## src/rtl/fetch_redirect_if.sv

```systemverilog
// Purpose: fetch-redirect bundle between the fetch PC/tracking block and its
//          neighbours (hazard unit, BTB, EX-stage branch resolution).
// Signals:
//   stall_IF, stall_ID                  hazard-unit stalls
//   found_IF, pred_taken_IF             BTB hit / taken prediction for PC_IF
//   NPC_predicted_IF [31:0]             BTB next-PC
//   is_ctrl_EX, br_EX                   EX instruction is control / resolved taken
//   branch_target_EX [31:0]             resolved target
//   PC_IF, PC_EX [31:0]                 fetch PC, tracked EX PC
//   found_EX, pred_EX                   tracked EX prediction (0 on bubbles)
//   flush_ID, flush_EX, mispredict      redirect and younger-stage kill
// Modports: slave = fetch_redirect, master = its environment.
interface fetch_redirect_if;
   localparam int unsigned XLEN = 32;

   logic            stall_IF;
   logic            stall_ID;
   logic            found_IF;
   logic            pred_taken_IF;
   logic [XLEN-1:0] NPC_predicted_IF;
   logic            is_ctrl_EX;
   logic            br_EX;
   logic [XLEN-1:0] branch_target_EX;
   logic [XLEN-1:0] PC_IF;
   logic [XLEN-1:0] PC_EX;
   logic            found_EX;
   logic            pred_EX;
   logic            flush_ID;
   logic            flush_EX;
   logic            mispredict;

   modport master (
      output stall_IF, stall_ID, found_IF, pred_taken_IF, NPC_predicted_IF,
             is_ctrl_EX, br_EX, branch_target_EX,
      input  PC_IF, PC_EX, found_EX, pred_EX, flush_ID, flush_EX, mispredict
   );

   modport slave (
      input  stall_IF, stall_ID, found_IF, pred_taken_IF, NPC_predicted_IF,
             is_ctrl_EX, br_EX, branch_target_EX,
      output PC_IF, PC_EX, found_EX, pred_EX, flush_ID, flush_EX, mispredict
   );
endinterface

```

## src/rtl/fetch_redirect.sv

```systemverilog
// Purpose: owns the fetch PC, applies the BTB next-PC prediction, tracks each
//          fetch's prediction through ID and EX, and redirects fetch / flushes
//          ID and EX when the EX-resolved outcome disagrees.
// Ports:
//   clk                  clock, rising edge
//   rst                  asynchronous active-low reset
//   fr (slave modport)   fetch_redirect_if bundle
//   ctrl_cnt, miss_cnt   [31:0] perf counters, only with FETCH_PERF_CNT_EN
// Configuration macro: FETCH_PERF_CNT_EN (adds ctrl_cnt / miss_cnt).
// mispredict / flush_* are combinational from EX registers and EX inputs.
module fetch_redirect #(
   parameter logic [31:0] RESET_PC = 32'h0000_0000
) (
   input  logic                 clk,
   input  logic                 rst,
   fetch_redirect_if.slave      fr
`ifdef FETCH_PERF_CNT_EN
   ,
   output logic [31:0]          ctrl_cnt,
   output logic [31:0]          miss_cnt
`endif
);
   localparam int unsigned XLEN = 32;

   typedef enum logic [0:0] {
      ST_BOOT = 1'b0,
      ST_RUN  = 1'b1
   } state_t;

   state_t          r_state;
   state_t          w_state_nxt;
   logic            w_boot;

   logic [XLEN-1:0] r_pc_if;
   logic            r_valid_id, r_found_id, r_pred_id;
   logic [XLEN-1:0] r_pc_id, r_tgt_id;
   logic            r_valid_ex, r_found_ex, r_pred_ex;
   logic [XLEN-1:0] r_pc_ex, r_tgt_ex;

   logic            w_dir_miss;
   logic            w_tgt_miss;
   logic            w_mispredict;
   logic [XLEN-1:0] w_redirect_pc;
   logic [XLEN-1:0] w_pc_nxt;
   logic            w_fetch_valid;

   // FSM state register
   always_ff @(posedge clk or negedge rst) begin
      if (!rst) r_state <= ST_BOOT;
      else      r_state <= w_state_nxt;
   end

   // FSM next state: BOOT lasts exactly one cycle
   always_comb begin
      w_state_nxt = r_state;
      case (r_state)
         ST_BOOT: w_state_nxt = ST_RUN;
         ST_RUN:  w_state_nxt = ST_RUN;
         default: w_state_nxt = ST_RUN;
      endcase
   end

   // FSM outputs
   always_comb begin
      w_boot = 1'b0;
      case (r_state)
         ST_BOOT: w_boot = 1'b1;
         default: w_boot = 1'b0;
      endcase
   end

   // Outcome vs. tracked prediction; a non-control op resolves not-taken
   always_comb begin
      w_dir_miss    = fr.br_EX != r_pred_ex;
      w_tgt_miss    = fr.br_EX & r_pred_ex & (fr.branch_target_EX != r_tgt_ex);
      w_mispredict  = r_valid_ex & (w_dir_miss | w_tgt_miss);
      w_redirect_pc = fr.br_EX ? fr.branch_target_EX : (r_pc_ex + XLEN'(4));
   end

   // Next fetch PC: redirect beats boot/stall hold, which beats the BTB
   always_comb begin
      w_pc_nxt      = r_pc_if;
      w_fetch_valid = ~w_boot & ~fr.stall_IF;
      if (w_mispredict)       w_pc_nxt = w_redirect_pc;
      else if (w_fetch_valid) w_pc_nxt = fr.NPC_predicted_IF;
   end

   // PC and IF->ID->EX tracking registers
   always_ff @(posedge clk or negedge rst) begin
      if (!rst) begin
         r_pc_if    <= RESET_PC;
         r_valid_id <= 1'b0;
         r_found_id <= 1'b0;
         r_pred_id  <= 1'b0;
         r_pc_id    <= '0;
         r_tgt_id   <= '0;
         r_valid_ex <= 1'b0;
         r_found_ex <= 1'b0;
         r_pred_ex  <= 1'b0;
         r_pc_ex    <= '0;
         r_tgt_ex   <= '0;
      end else begin
         r_pc_if <= w_pc_nxt;
         if (w_mispredict) begin
            r_valid_id <= 1'b0;
            r_valid_ex <= 1'b0;
         end else if (fr.stall_ID) begin
            r_valid_ex <= 1'b0;
         end else begin
            r_valid_ex <= r_valid_id;
            r_found_ex <= r_found_id;
            r_pred_ex  <= r_pred_id;
            r_pc_ex    <= r_pc_id;
            r_tgt_ex   <= r_tgt_id;
            r_valid_id <= w_fetch_valid;
            r_found_id <= fr.found_IF;
            r_pred_id  <= fr.pred_taken_IF;
            r_pc_id    <= r_pc_if;
            r_tgt_id   <= fr.NPC_predicted_IF;
         end
      end
   end

   // Bubbles never present a hit/prediction to the BTB
   assign fr.PC_IF      = r_pc_if;
   assign fr.PC_EX      = r_pc_ex;
   assign fr.found_EX   = r_valid_ex & r_found_ex;
   assign fr.pred_EX    = r_valid_ex & r_pred_ex;
   assign fr.flush_ID   = w_mispredict;
   assign fr.flush_EX   = w_mispredict;
   assign fr.mispredict = w_mispredict;

`ifdef FETCH_PERF_CNT_EN
   logic [31:0] r_ctrl_cnt;
   logic [31:0] r_miss_cnt;

   // Control-op and mispredict counters, free-running modulo 2^32
   always_ff @(posedge clk or negedge rst) begin
      if (!rst) begin
         r_ctrl_cnt <= '0;
         r_miss_cnt <= '0;
      end else begin
         if (r_valid_ex & fr.is_ctrl_EX) r_ctrl_cnt <= r_ctrl_cnt + 32'd1;
         if (w_mispredict)               r_miss_cnt <= r_miss_cnt + 32'd1;
      end
   end

   assign ctrl_cnt = r_ctrl_cnt;
   assign miss_cnt = r_miss_cnt;
`else
   logic w_unused_ctrl;
   assign w_unused_ctrl = fr.is_ctrl_EX;
`endif

endmodule

```

## src/flat_wrapper.sv

```systemverilog
// flat-port wrapper written by rule: the top's interface ports become plain ports
module fetch_redirect_flat 
#(
   parameter logic [31:0] RESET_PC = 32'h0000_0000
)
  (clk, rst, fr_stall_IF, fr_stall_ID, fr_found_IF, fr_pred_taken_IF, fr_NPC_predicted_IF, fr_is_ctrl_EX, fr_br_EX, fr_branch_target_EX, fr_PC_IF, fr_PC_EX, fr_found_EX, fr_pred_EX, fr_flush_ID, fr_flush_EX, fr_mispredict);
  fetch_redirect_if fr_i ();
  input  logic clk;
  input  logic rst;
  input wire logic [$bits(fr_i.stall_IF)-1:0] fr_stall_IF;
  input wire logic [$bits(fr_i.stall_ID)-1:0] fr_stall_ID;
  input wire logic [$bits(fr_i.found_IF)-1:0] fr_found_IF;
  input wire logic [$bits(fr_i.pred_taken_IF)-1:0] fr_pred_taken_IF;
  input wire logic [$bits(fr_i.NPC_predicted_IF)-1:0] fr_NPC_predicted_IF;
  input wire logic [$bits(fr_i.is_ctrl_EX)-1:0] fr_is_ctrl_EX;
  input wire logic [$bits(fr_i.br_EX)-1:0] fr_br_EX;
  input wire logic [$bits(fr_i.branch_target_EX)-1:0] fr_branch_target_EX;
  output wire logic [$bits(fr_i.PC_IF)-1:0] fr_PC_IF;
  output wire logic [$bits(fr_i.PC_EX)-1:0] fr_PC_EX;
  output wire logic [$bits(fr_i.found_EX)-1:0] fr_found_EX;
  output wire logic [$bits(fr_i.pred_EX)-1:0] fr_pred_EX;
  output wire logic [$bits(fr_i.flush_ID)-1:0] fr_flush_ID;
  output wire logic [$bits(fr_i.flush_EX)-1:0] fr_flush_EX;
  output wire logic [$bits(fr_i.mispredict)-1:0] fr_mispredict;
  assign fr_i.stall_IF = fr_stall_IF;
  assign fr_i.stall_ID = fr_stall_ID;
  assign fr_i.found_IF = fr_found_IF;
  assign fr_i.pred_taken_IF = fr_pred_taken_IF;
  assign fr_i.NPC_predicted_IF = fr_NPC_predicted_IF;
  assign fr_i.is_ctrl_EX = fr_is_ctrl_EX;
  assign fr_i.br_EX = fr_br_EX;
  assign fr_i.branch_target_EX = fr_branch_target_EX;
  assign fr_PC_IF = fr_i.PC_IF;
  assign fr_PC_EX = fr_i.PC_EX;
  assign fr_found_EX = fr_i.found_EX;
  assign fr_pred_EX = fr_i.pred_EX;
  assign fr_flush_ID = fr_i.flush_ID;
  assign fr_flush_EX = fr_i.flush_EX;
  assign fr_mispredict = fr_i.mispredict;
  fetch_redirect #(.RESET_PC(RESET_PC)) u_core (.clk(clk), .rst(rst), .fr(fr_i));
endmodule
```

## config.mk

```make
export PLATFORM = sky130hd
export DESIGN_NAME = fetch_redirect_flat
export DESIGN_NICKNAME = d
export VERILOG_FILES = /design/src/rtl/fetch_redirect_if.sv /design/src/rtl/fetch_redirect.sv /design/src/flat_wrapper.sv
export SDC_FILE = /design/constraint.sdc
export NUM_CORES = 1
export LEC_CHECK = 0
export BUFFER_PORTS_ARGS = -buffer_cell sky130_fd_sc_hd__clkbuf_2
export CELL_PAD_IN_SITES_DETAIL_PLACEMENT = 1
export CELL_PAD_IN_SITES_GLOBAL_PLACEMENT = 2
export CORE_MARGIN = 2
export CORE_UTILIZATION = 40
export CTS_BUF_LIST = sky130_fd_sc_hd__clkbuf_16
export CTS_CLUSTER_DIAMETER = 30
export DETAILED_ROUTE_END_ITERATION = 10
export PLACE_DENSITY_LB_ADDON = 0.2
export SLEW_MARGIN = 10
export SYNTH_ARGS = -nofsm -noshare
export SYNTH_HDL_FRONTEND = slang
export SYNTH_SLANG_ARGS = --single-unit
```

## constraint.sdc

```tcl
create_clock -name clk -period 3.2 [get_ports clk]
set_input_delay 0.48 -clock clk [delete_from_list [all_inputs] [get_ports clk]]
set_output_delay 0.48 -clock clk [all_outputs]
set_load 0.005 [all_outputs]
```

After elaboration in Yosys (flattened, before gate mapping)
Index checks and enable logic that the tools add are counted.
{"block": "op_classes", "addsub": 1, "eq_ne": 3, "muxes": 7, "bitwise_logic": 10, "reduce_logical": 2}
{"cell": "2-to-1 mux 32 bit", "n": 3}
{"cell": "adder 32 x 3 -> 32 bit, second input constant", "n": 1}
{"cell": "inequality test 32 bit", "n": 1}
{"cell": "AND 1 bit", "n": 6}
{"cell": "2-to-1 mux 1 bit", "n": 4}
{"cell": "NOT 1 bit", "n": 3}
{"cell": "inequality test 2 x 1 -> 1 bit, second input constant", "n": 1}
{"cell": "AND reduction 2 bit", "n": 1}
{"cell": "nonzero test 2 bit", "n": 1}
{"cell": "inequality test 1 bit", "n": 1}
{"cell": "OR 1 bit", "n": 1}
{"block": "totals", "regBits": 167, "input_bits": 72, "out_inout_bits": 69, "word_cells": 35}

Longest topological paths before layout
Gate-level depths: netlist (run 1).
{"block": "logic_depth", "word_depth": 6, "depth_mapped": 9, "mapped_depth_nobuf": 7}

Worst setup path before layout (run 1)
OpenSTA, ideal clock, no wires.
{"block": "synth_timing", "kind": "input port to output port", "startpoint": "input port fr_branch_target_EX[30]", "endpoint": "output port fr_flush_ID", "arrival_time_ns": 1.917, "required_ns": 2.720, "slack_ns": 0.803, "cell_stages": 9, "n_path_buf": 3, "cell_sequence": "xor2_1 -> nor4_1 -> nand4_1 -> o211ai_2 -> and2_1 -> buf_2 -> buf_4 -> inv_1 -> buf_4"}
{"block": "synth_via", "elab_chain_len": 4}
{"element": "from (decl)", "line_no": "flat_wrapper.sv:17", "rtl": "input wire logic [$bits(fr_i.branch_target_EX)-1:0] fr_branch_target_EX;"}
{"element": "inequality test 32 bit", "line_no": "fetch_redirect.sv:75", "rtl": "w_tgt_miss = fr.br_EX & r_pred_ex & (fr.branch_target_EX != r_tgt_ex);"}
{"element": "AND 1 bit", "line_no": "fetch_redirect.sv:75"}
{"element": "OR 1 bit", "line_no": "fetch_redirect.sv:76", "rtl": "w_mispredict = r_valid_ex & (w_dir_miss | w_tgt_miss);"}
{"element": "AND 1 bit", "line_no": "fetch_redirect.sv:76"}
{"element": "to (decl)", "line_no": "flat_wrapper.sv:22", "rtl": "output wire logic [$bits(fr_i.flush_ID)-1:0] fr_flush_ID;"}
Every way passes these cells.

Final worst setup path (run 1)
{"block": "layout_timing", "startpoint": "register u_core.r_tgt_ex[19]", "endpoint": "output port fr_flush_ID"}
{"block": "layout_via", "elab_chain_len": 4}
{"element": "from (decl)", "line_no": "fetch_redirect.sv:38", "rtl": "logic [XLEN-1:0] r_pc_ex, r_tgt_ex;"}
{"element": "from (signal assigned)", "line_no": "fetch_redirect.sv:114", "rtl": "r_tgt_ex <= r_tgt_id;"}
{"element": "inequality test 32 bit", "line_no": "fetch_redirect.sv:75"}
{"element": "AND 1 bit", "line_no": "fetch_redirect.sv:75"}
{"element": "OR 1 bit", "line_no": "fetch_redirect.sv:76"}
{"element": "AND 1 bit", "line_no": "fetch_redirect.sv:76"}
Every way passes these cells.

==> flow_summary.ini, run 1 <==
[place]
postPlaceCellArea_sq_um = 9130
placed_cells = 971
placement.io_buffers = 139
post-dp-hpwl_mm = 14.02
rd_place_congestion = 0.8016

[setup_path]
critical_path_depth = 8
timing.reg2reg.setup_slack_ns = 0.45
worst-r2r-cell-count = 9
critical_path.endpoint_type = primary output
crit-reg2reg-capture = u_core.fr.PC_IF[3]
critical_path_class = reg -> out
crit_required_ns = 2.72
crit_path_cell_trace = xor2_1 -> nor4_2 -> buf_4 -> nand4_1 -> o211ai_4 -> and2_2 -> inv_1 -> clkbuf_2
r2r_start = u_core.r_tgt_ex[19]
crit_family = simple AND/OR/NAND/NOR gates
worstPathBufferInverterCount = 3
crit_arrival_ns = 2.61
worst_path_largest_cell_delay_ns = 0.40
critPathSlowestCell = dfrtp_1
worstPathMaxFanout = 4
cp-start-kind = register

[synth]
synth-edff-count = 0
syn-mean-instance-area_sq_um = 14.03
synth_top_area_cell = dfrtp_1
synth_top_area_share_pct = 51.44
yosys_warnings = 0
syn_area_sq_um = 8124
synth_seq_area_share_pct = 51.44
synth_flop_cell = dfrtp_1
synth-async-reset-ratio_pct = 100.0
synth_top_cells_by_area = dfrtp_1 (51%), mux2_4 (15%), mux2i_1 (9.9%)
synth.ff_latch_count = 167
synthCells = 579
mappedNetlistNets = 653
synth_cell_type_count = 32

[drt]
routed_via_density = 5.030
drt_pre_antenna_iters = 4
detailroute.via_count = 5050
drt_drc_violations_left = 0
detail-route-antenna-nets = 0
drt_first_iter_violations = 227
route.final.wire_length_mm = 20.17
wl_per_cell_um = 20.09

[power]
pwr_density_cell_nw_per_um2 = 798.8
report.power.total_w = 0.007857
cellLeakagePower_nw = 4.909
vdd_drop_max_v = 0.0003800

[cts]
clock_sink_count = 167
cts.clk_slew.worst_paths_ns = 0.06
ctsLongestPathBuffers = 2
tritoncts = done
root_buffer = clkbuf_16
clock_insertion_delay_at_the_later_pin_of_the_skew_report_ns = 0.43
num_cts_buffers = 17
cts_max_level = 4

[sta]
finalHoldViolations = 0
maxSlewHeadroom_pct = 52.20
slew_violations = 0
max_freq_ghz = 0.3234
finalSetupTns_ns = 0
min_period_over_period_pct = 96.64
period_needed_ns = 3.093
setup-violations-final = 0
timing_worst_slew_pin_value_ns = 0.7116
finClkSkew_ns = 0.008739

[floorplan]
fp.coreArea_sq_um = 20100
io_pins = 141
die_area_sq_um = 21470
standard_cell_row_count = 52
dieWidth_um = 146.5
initial_util_pct = 40.41
fp.dieH_um = 146.5

[layout]
final-instance-count-excl-fill = 1004
nNetsFinal = 794
drive_gt1_share_pct = 44.34
design_area_sq_um = 9837
area_growth_syn_to_layout_pct = 21.08

[grt]
grt.overflow.total = 0
grt_antenna_before_repair = 1
grt_pass1_wl_mm = 32.10
grt_max_degree = 78
via_count_of_the_first_global_routing_pass = 5621
grt_util_all_layers_pct = 19.51

[status]
outcome = finished clean

[worst_hold_path]
min-delay-path-class = in -> async

[run]
maxCapViolCount = 0
flip-flops by register name, indices dropped and copies added (netlist names), 32 cells and up:
signal and count:
u_core.fr.PC_EX 32, u_core.fr.PC_IF 32, u_core.r_pc_id 32, u_core.r_tgt_ex 32
u_core.r_tgt_id 32
worst register-to-register path: cells and delay by family (launching register included):
kind,cells,cell delay [ns]
buf+inv,3,0.70
xor+xnor,1,0.23
flops,1,0.40
simple gates,3,0.83
mux,1,0.21
compound gates,1,0.32
metrics by stage:
| step | hold WS, ns | utilization, % | worst slack, ns |
|---|---|---|---|
| global route | 0.05796 | 48.93 | -0.02655 |
| global placement | 0.4822 | 45.41 | 0.2677 |
| CTS | 0.04430 | 48.81 | 0.01040 |
| floorplan | 0.1844 | - | 0.8026 |
| finish | 0.02244 | 48.93 | 0.1074 |
| detailed placement | 0.4921 | 45.41 | 0.2213 |
cells in the final DEF, fill, tap and decap left out, types with 2 or more instances in the layout:
cell / synthesis / layout
a221oi_1: 2 / 2
xor2_1: 35 / 35
clkinv_4: 0 / 2
nor4_4: 2 / 2
mux2i_1: 80 / 80
mux2_2: 54 / 54
inv_1: 4 / 6
nor3_1: 5 / 5
and2_1: 6 / 5
bufinv_16: 0 / 7
nand4_1: 12 / 12
ha_1: 2 / 2
clkbuf_16: 0 / 17
nand3_1: 12 / 12
dfrtp_1: 167 / 167
buf_4: 5 / 10
clkbuf_2: 0 / 138
a21oi_1: 16 / 16
buf_12: 0 / 4
xnor2_1: 20 / 20
nor2_1: 13 / 13
clkinv_2: 0 / 2
nor2b_1: 2 / 2
nor4_2: 0 / 2
and3_1: 3 / 3
or3_1: 3 / 3
nand2_1: 10 / 10
mux2_4: 80 / 80
o21ai_0: 4 / 4
nor4_1: 10 / 8
routing by layer:
layer | global-route usage, % | routed length (um) | share of wire [%]
met5 | 0 | 0 | 0
met4 | 6.311 | 239 | 1.2
met3 | 4.094 | 862 | 4.3
met2 | 31.42 | 9722 | 48
met1 | 26.48 | 9348 | 46
cells by family after synthesis:
| group | after synthesis | synth area share (%) |
|---|---|---|
| other cells | 1 | 0.04616 |
| simple gates | 82 | 5.822 |
| flops | 167 | 51.44 |
| buf+inv | 35 | 2.726 |
| xor+xnor | 55 | 5.929 |
| mux | 214 | 32.13 |
| compound gates | 23 | 1.602 |
| fa+ha+maj | 2 | 0.3080 |
area by class of cell:
class | count | area, sq um
Clock inverter | 15 | 257.7
Sequential cell | 167 | 4179
Fill cell | 2057 | 10270
Multi-Input combinational cell | 377 | 3762
Antenna cell | 1 | 2.502
Clock buffer | 17 | 425.4
Timing Repair Buffer | 153 | 857.1
Tap cell | 270 | 337.8
Inverter | 4 | 15.01
Yosys cell counts (all sizes together), types with 6 or more instances:
cell type,count
a21oi,16
and2,6
buf,17
clkbuf,14
dfrtp,167
mux2,134
mux2i,80
nand2,11
nand3,12
nand4,13
nor2,13
nor4,12
xnor2,20
xor2,35
power by group:
group | internal (W) | total, W | switching, W
Clock | 0.00154 | 0.00239 | 0.000853
Sequential | 0.00275 | 0.00340 | 0.000646
Combinational | 0.00122 | 0.00207 | 0.000850
Total | 0.00551 | 0.00786 | 0.00235
worst max-delay path by stage:
stage | end | startpoint | slack (ns)
2_1_floorplan | fr_flush_ID | fr_branch_target_EX[30] | 0.80
3_3_place_gp | u_core.fr.PC_IF[3] | fr_branch_target_EX[19] | 0.27
3_5_place_dp | u_core.fr.PC_IF[3] | fr_branch_target_EX[19] | 0.22
4_1_cts | fr_flush_ID | u_core.r_tgt_ex[19] | 0.01
5_1_grt | fr_flush_ID | u_core.r_tgt_ex[19] | -0.03
6_report | fr_flush_ID | u_core.r_tgt_ex[19] | 0.11
timing repair:
action | 4_1_cts | 5_1_grt
resized for setup | 0 | 3
setup buffers | 0 | 0
setup endpoints to repair | 0 | 3
hold buffers | 0 | 0
Note: power is estimated with default switching activity, not from simulation.
==> run 2: changes to the inputs <==
--- a/config.mk
+++ b/config.mk
@@ -13,6 +13,7 @@
 export CTS_BUF_LIST = sky130_fd_sc_hd__clkbuf_16
 export CTS_CLUSTER_DIAMETER = 30
 export DETAILED_ROUTE_END_ITERATION = 10
+export HOLD_SLACK_MARGIN = 0.15
 export PLACE_DENSITY_LB_ADDON = 0.2
 export SLEW_MARGIN = 10
 export SYNTH_ARGS = -nofsm -noshare
==> run 2 against run 1 <==
Against the previous run: via count increased by 0.34%; setup slack improved by 0.0067 ns; first-iteration DRC count decreased by 9.7%; clock skew about the same; sequential share of layout area about the same; critical path type unchanged; non-clock buffer count increased by 1; core utilization about the same; cell area increased by 0.10%; die area unchanged; maximum frequency increased by 0.22%; power about the same.
==> flow_summary.ini, run 2 (synthesis results as in run 1) <==
[sta]
timing_worst_slew_pin_value_ns = 0.7075
maxSlewHeadroom_pct = 52.48
slew_violations = 0
finalHoldViolations = 0
setup-violations-final = 0
min_period_over_period_pct = 96.43
period_needed_ns = 3.086
finClkSkew_ns = 0.008807
whs_ns = 0.2814
max_freq_ghz = 0.3241

[setup_path]
crit_arrival_ns = 2.61
crit_required_ns = 2.72
worstPathMaxFanout = 4
cp-start-kind = register
critical_path_class = reg -> out
critPathSlowestCell = dfrtp_1
worst_path_largest_cell_delay_ns = 0.40
critical_path.endpoint_type = primary output
crit_path_cell_trace = xor2_1 -> nor4_2 -> buf_4 -> nand4_1 -> o211ai_4 -> and2_2 -> inv_1 -> clkbuf_2
worst-r2r-cell-count = 9

[run]
maxCapViolCount = 0

[power]
pwr_density_cell_nw_per_um2 = 798.2
vdd_drop_max_v = 0.0003814
cellLeakagePower_nw = 4.913

[layout]
fill_cells = 2056
area_growth_syn_to_layout_pct = 21.21
layout_commonest_cell = dfrtp_1
ff_latch_area_sq_um = 4179
multi_input_area_sq_um = 3762
drive_gt1_share_pct = 44.28
layout_common_cells = dfrtp_1 (167), clkbuf_2 (138), mux2i_1 (80), mux2_4 (80), mux2_2 (54)
post-route-util_pct = 48.98
nNetsFinal = 795

[cts]
cts_setup_buffers = 0
cts_max_level = 4
root_buffer = clkbuf_16
clock_insertion_delay_at_the_later_pin_of_the_skew_report_ns = 0.43
ctsLongestPathBuffers = 2
clock_sink_count = 167
tritoncts = done
cts.clk_slew.worst_paths_ns = 0.06
num_cts_buffers = 17

[drt]
detail-route-antenna-nets = 0
routed_via_density = 5.042
drt_drc_violations_left = 0
drt_pre_antenna_iters = 4
drt_first_iter_violations = 205
wl_per_cell_um = 20.08
route.final.wire_length_mm = 20.19
detailroute.via_count = 5067

[grt]
grt.overflow.total = 0
via_count_of_the_first_global_routing_pass = 5624
grt_pass1_wl_mm = 32.10
grt_util_all_layers_pct = 19.51
grt_antenna_before_repair = 1
grt_max_degree = 78

[floorplan]
die_area_sq_um = 21470
dieWidth_um = 146.5
io_pins = 141
fp.dieH_um = 146.5
standard_cell_row_count = 52
fp.coreArea_sq_um = 20100
initial_util_pct = 40.41

[status]
outcome = finished clean

[worst_hold_path]
worstHoldPathCells = 2
min-delay-path-class = in -> reg

[place]
post-dp-hpwl_mm = 14.02
rd_place_congestion = 0.8016
placement.io_buffers = 139
## run 2: cell count changes in the layout (fill, tap and decap cells not counted)
| cell | change |
|---|---|
| dlygate4sd3_1 | +1 |
## run 2: final timing paths
| check | start | to | slack, ns |
|---|---|---|---|
| min in group asynchronous | rst | u_core.fr.PC_EX[17] | 0.60 |
| worst max-delay path | u_core.r_tgt_ex[19] | fr_flush_ID | 0.11 |
| worst max register to register | u_core.r_tgt_ex[19] | u_core.fr.PC_IF[3] | 0.46 |
| worst min register to register | u_core.r_found_ex | u_core.r_found_ex | 0.51 |
| max in group asynchronous | rst | u_core.fr.PC_IF[15] | 1.69 |
| worst min-delay path | fr_pred_taken_IF | u_core.r_pred_id | 0.28 |
## run 2: repair_timing
item,CTS,global route
hold endpoints to repair,58,0
resized for setup,0,3
setup endpoints to repair,0,3
hold buffers,1,0
## run 2: metal layers
layer | wire length [um] | track usage [%] | vias up | part of all wire, %
li1 | - | - | 2346 | -
met1 | 9266 | 26.48 | 2597 | 46
met2 | 9789 | 31.42 | 105 | 48
met3 | 884 | 4.094 | 19 | 4.4
met4 | 244 | 6.311 | 0 | 1.2
met5 | 0 | 0 | - | 0
## run 2: power breakdown
group	internal (W)	total (W)	switching, W
clock	0.00154	0.00239	0.000854
sequential	0.00275	0.00340	0.000646
combinational	0.00122	0.00207	0.000851
## run 2: per-stage QoR
| step | setup TNS [ns] | area, sq um | instances | worst slack, ns | power [W] |
|---|---|---|---|---|---|
| 6_report | 0 | 9847 | 1005 | 0.1141 | 0.007859 |
| 2_1_floorplan | 0 | 8124 | 579 | 0.8026 | 0.004619 |
| 3_3_place_gp | 0 | 9130 | 971 | 0.2677 | 0.005412 |
| 5_1_grt | -0.07267 | 9847 | 1005 | -0.02655 | 0.008317 |
| 4_1_cts | 0 | 9823 | 1004 | 0.01040 | 0.007957 |
| 3_5_place_dp | 0 | 9130 | 971 | 0.2213 | 0.005518 |
## run 2: cell type report
cell class              instances  share of cell area (%)
well taps                     270                   3.431
clock inverters                15                   2.618
inverters                       4                  0.1525
clock buffers                  17                   4.320
flip-flops and latches        167                   42.44
repair buffers                154                   8.806
diodes                          1                 0.02541
multi-input cells             377                   38.21
## run 2: critical path, delay by kind of cell (launching register included)
family / cells / cell delay [ns]
compound gates: 1 / 0.32
xor+xnor: 1 / 0.23
buf+inv: 3 / 0.42
flops: 1 / 0.40
simple gates: 3 / 0.82
==> run 3: changes to the inputs <==
--- a/config.mk
+++ b/config.mk
@@ -5,11 +5,12 @@
 export SDC_FILE = /design/constraint.sdc
 export NUM_CORES = 1
 export LEC_CHECK = 0
+export ABC_AREA = 1
 export BUFFER_PORTS_ARGS = -buffer_cell sky130_fd_sc_hd__clkbuf_2
 export CELL_PAD_IN_SITES_DETAIL_PLACEMENT = 1
 export CELL_PAD_IN_SITES_GLOBAL_PLACEMENT = 2
 export CORE_MARGIN = 2
-export CORE_UTILIZATION = 40
+export CORE_UTILIZATION = 35
 export CTS_BUF_LIST = sky130_fd_sc_hd__clkbuf_16
 export CTS_CLUSTER_DIAMETER = 30
 export DETAILED_ROUTE_END_ITERATION = 10
==> run 3 against run 2 <==
Against the previous run: register-to-register slack improved by 0.34 ns; largest cell class unchanged; sequential power shrank 16%; clock skew up 0.0029 ns; hold slack worse by 0.010 ns; global-route usage grew 3.6 points; wire length increased by 45%; synthesized cell count is 92% higher.
==> flow_summary.ini, run 3 <==
[status]
outcome = finished clean

[cts]
num_cts_buffers = 17
ctsLongestPathBuffers = 2
root_buffer = clkbuf_16
cts_max_level = 4
clock_sink_count = 167
tritoncts = done
clock_insertion_delay_at_the_later_pin_of_the_skew_report_ns = 0.43
cts.clk_slew.worst_paths_ns = 0.07

[sta]
slew_violations = 0
finClkSkew_ns = 0.01169
max_freq_ghz = 0.3805
finalSetupTns_ns = 0
timing_worst_slew_pin_value_ns = 0.9441
setup-violations-final = 0
min_period_over_period_pct = 82.13
finalHoldViolations = 0
rsz0062_at_grt = false
period_needed_ns = 2.628
maxSlewHeadroom_pct = 36.99
whs_ns = 0.2713

[place]
placed_cells = 1524
rd_place_congestion = 0.8432
placement.io_buffers = 139
post-dp-hpwl_mm = 20.50

[floorplan]
fp.coreArea_sq_um = 24180
standard_cell_row_count = 57
fp.dieH_um = 160.5
initial_util_pct = 35.45
die_area_sq_um = 25760
dieWidth_um = 160.5
io_pins = 141

[grt]
grt_max_degree = 135
grt_use_met2_pct = 34.87
grt_util_all_layers_pct = 23.14
groute.layer.met3.usage_pct = 2.815
grt_pass1_wl_mm = 45.81
grt.overflow.total = 0
via_count_of_the_first_global_routing_pass = 7773
grt_busiest_layer = met1
grt_antenna_before_repair = 0
grt.met1_usage_pct = 35.56

[setup_path]
r2r_start = u_core.fr.PC_EX[2]
cp-start-kind = register
crit_arrival_ns = 2.15
timing.reg2reg.setup_slack_ns = 0.80
worst-r2r-cell-count = 9
crit-reg2reg-capture = u_core.fr.PC_IF[16]
critical_path.endpoint_type = primary output
critical_path_class = reg -> out
worstPathMaxFanout = 5
crit_required_ns = 2.72

[synth]
synth-async-reset-ratio_pct = 100.0
synth_flop_cell = dfrtp_1
synth.ff_latch_count = 167
mappedNetlistNets = 1186
syn_area_sq_um = 8571
synth-edff-count = 0
synth_top_area_share_pct = 48.76
synth_top_cells_by_area = dfrtp_1 (49%), nand2_1 (19%), nand3_1 (15%)
synthMostInstantiatedCell = nand2_1
synth_top_area_cell = dfrtp_1
synthCells = 1112
post_synth_most_frequent_cells = nand2_1 (431), nand3_1 (254), dfrtp_1 (167)
syn-mean-instance-area_sq_um = 7.707
synth_cell_type_count = 31
yosys_warnings = 0
synth_seq_area_share_pct = 48.76

[power]
power.share.combinational_pct = 19.8
vdd_drop_max_v = 0.0002595
pwr_density_cell_nw_per_um2 = 615.9
p_switching_w = 0.002013
cellLeakagePower_nw = 5.214
portion_of_total_power_attributed_to_the_clock_network_pct = 34.0
p_seq_share_pct = 46.2
swShare_pct = 32.38
internal-power_w = 0.004203

[drt]
wl_per_cell_um = 18.79
drt_pre_antenna_iters = 4
detailroute.via_count = 7895
drt_first_iter_violations = 539
detail-route-antenna-nets = 0
drt_drc_violations_left = 0
routed_via_density = 5.071
route.final.wire_length_mm = 29.25

[run]
maxCapViolCount = 0

[layout]
post-route-util_pct = 41.74
layout_common_cells = nand2_1 (431), nand3_1 (254), dfrtp_1 (167), clkbuf_2 (138), inv_1 (47)
nNetsFinal = 1294
area_growth_syn_to_layout_pct = 17.75
drive_gt1_share_pct = 16.71
antennaDiodeCount = 0
layout_commonest_cell = nand2_1
final-instance-count-excl-fill = 1557

[worst_hold_path]
min-delay-path-class = in -> reg
worst_hold_path.endpoint = u_core.r_found_id
holdCritStartpoint = fr_found_IF
worstHoldPathCells = 3
-- run 3: per-layer routing --
| layer | part of all wire (%) | vias to the layer above |
|---|---|---|
| met5 | 0 | - |
| met4 | 0.77 | 0 |
| met3 | 3.7 | 11 |
| met2 | 45 | 176 |
| met1 | 51 | 3903 |
| li1 | - | 3805 |
-- run 3: logic make-up after synthesis --
group / after synthesis / synth area share (%)
AO/OA/AOI/OAI: 26 / 1.621
XOR/XNOR: 32 / 3.270
adder cells (fa/ha/maj): 2 / 0.2919
buffers and inverters: 115 / 7.197
flip-flops: 167 / 48.76
other: 1 / 0.04375
AND/OR/NAND/NOR: 769 / 38.82
-- run 3: worst max path at each step --
stage                          end               startpoint  slack [ns]
2_1_floorplan          fr_flush_ID  fr_branch_target_EX[28]        1.23
3_3_place_gp   u_core.fr.PC_EX[14]   fr_branch_target_EX[1]        0.68
3_5_place_dp   u_core.fr.PC_IF[15]   fr_branch_target_EX[0]        0.66
4_1_cts                fr_flush_ID       u_core.r_tgt_ex[1]        0.50
5_1_grt                fr_flush_ID       u_core.r_tgt_ex[1]        0.43
6_report               fr_flush_ID       u_core.r_tgt_ex[0]        0.57
-- run 3: cell type report --
cell class,instances,area (sq um)
multi-input combinational,830,3795
fill,3012,14080
clock buffer,17,425.4
clock inverter,15,165.2
sequential,167,4179
timing repair buffer,158,947.2
tap,324,405.4
inverter,46,175.2
-- run 3: what timing repair did --
action | CTS | global route
endpoints found under the hold margin | 58 | 0
buffers inserted | 0 | 0
hold buffers | 1 | 0
setup endpoints to repair | 0 | 0
gates resized for setup | 0 | 0
-- run 3: worst max-delay path: stages (launching register included) --
cell and delay [ns]:
dfrtp_1 0.38, inv_1 0.06, nand2_1 0.06, nand2_1 0.06
nand2_1 0.11, nor2_1 0.06, nand2_1 0.08, nor2_1 0.06
nand2_1 0.06, nand2_1 0.08, a21boi_2 0.37, buf_4 0.23
clkbuf_2 0.12
-- run 3: power by group through the flow --
stage	combinational [W]	clock (W)	sequential, W
3_5_place_dp	0.00125	0	0.00291
4_1_cts	0.00125	0.00215	0.00287
5_1_grt	0.00141	0.00224	0.00292
2_1_floorplan	0.000737	0	0.00278
3_3_place_gp	0.00122	0	0.00289
6_report	0.00123	0.00211	0.00287
-- run 3: through the flow --
step | area (sq um) | setup WS, ns | power, W
2_1_floorplan | 8571 | 1.226 | 0.003519
3_3_place_gp | 9492 | 0.6838 | 0.004110
3_5_place_dp | 9492 | 0.6624 | 0.004152
4_1_cts | 10090 | 0.4969 | 0.006274
5_1_grt | 10090 | 0.4274 | 0.006569
6_report | 10090 | 0.5720 | 0.006216
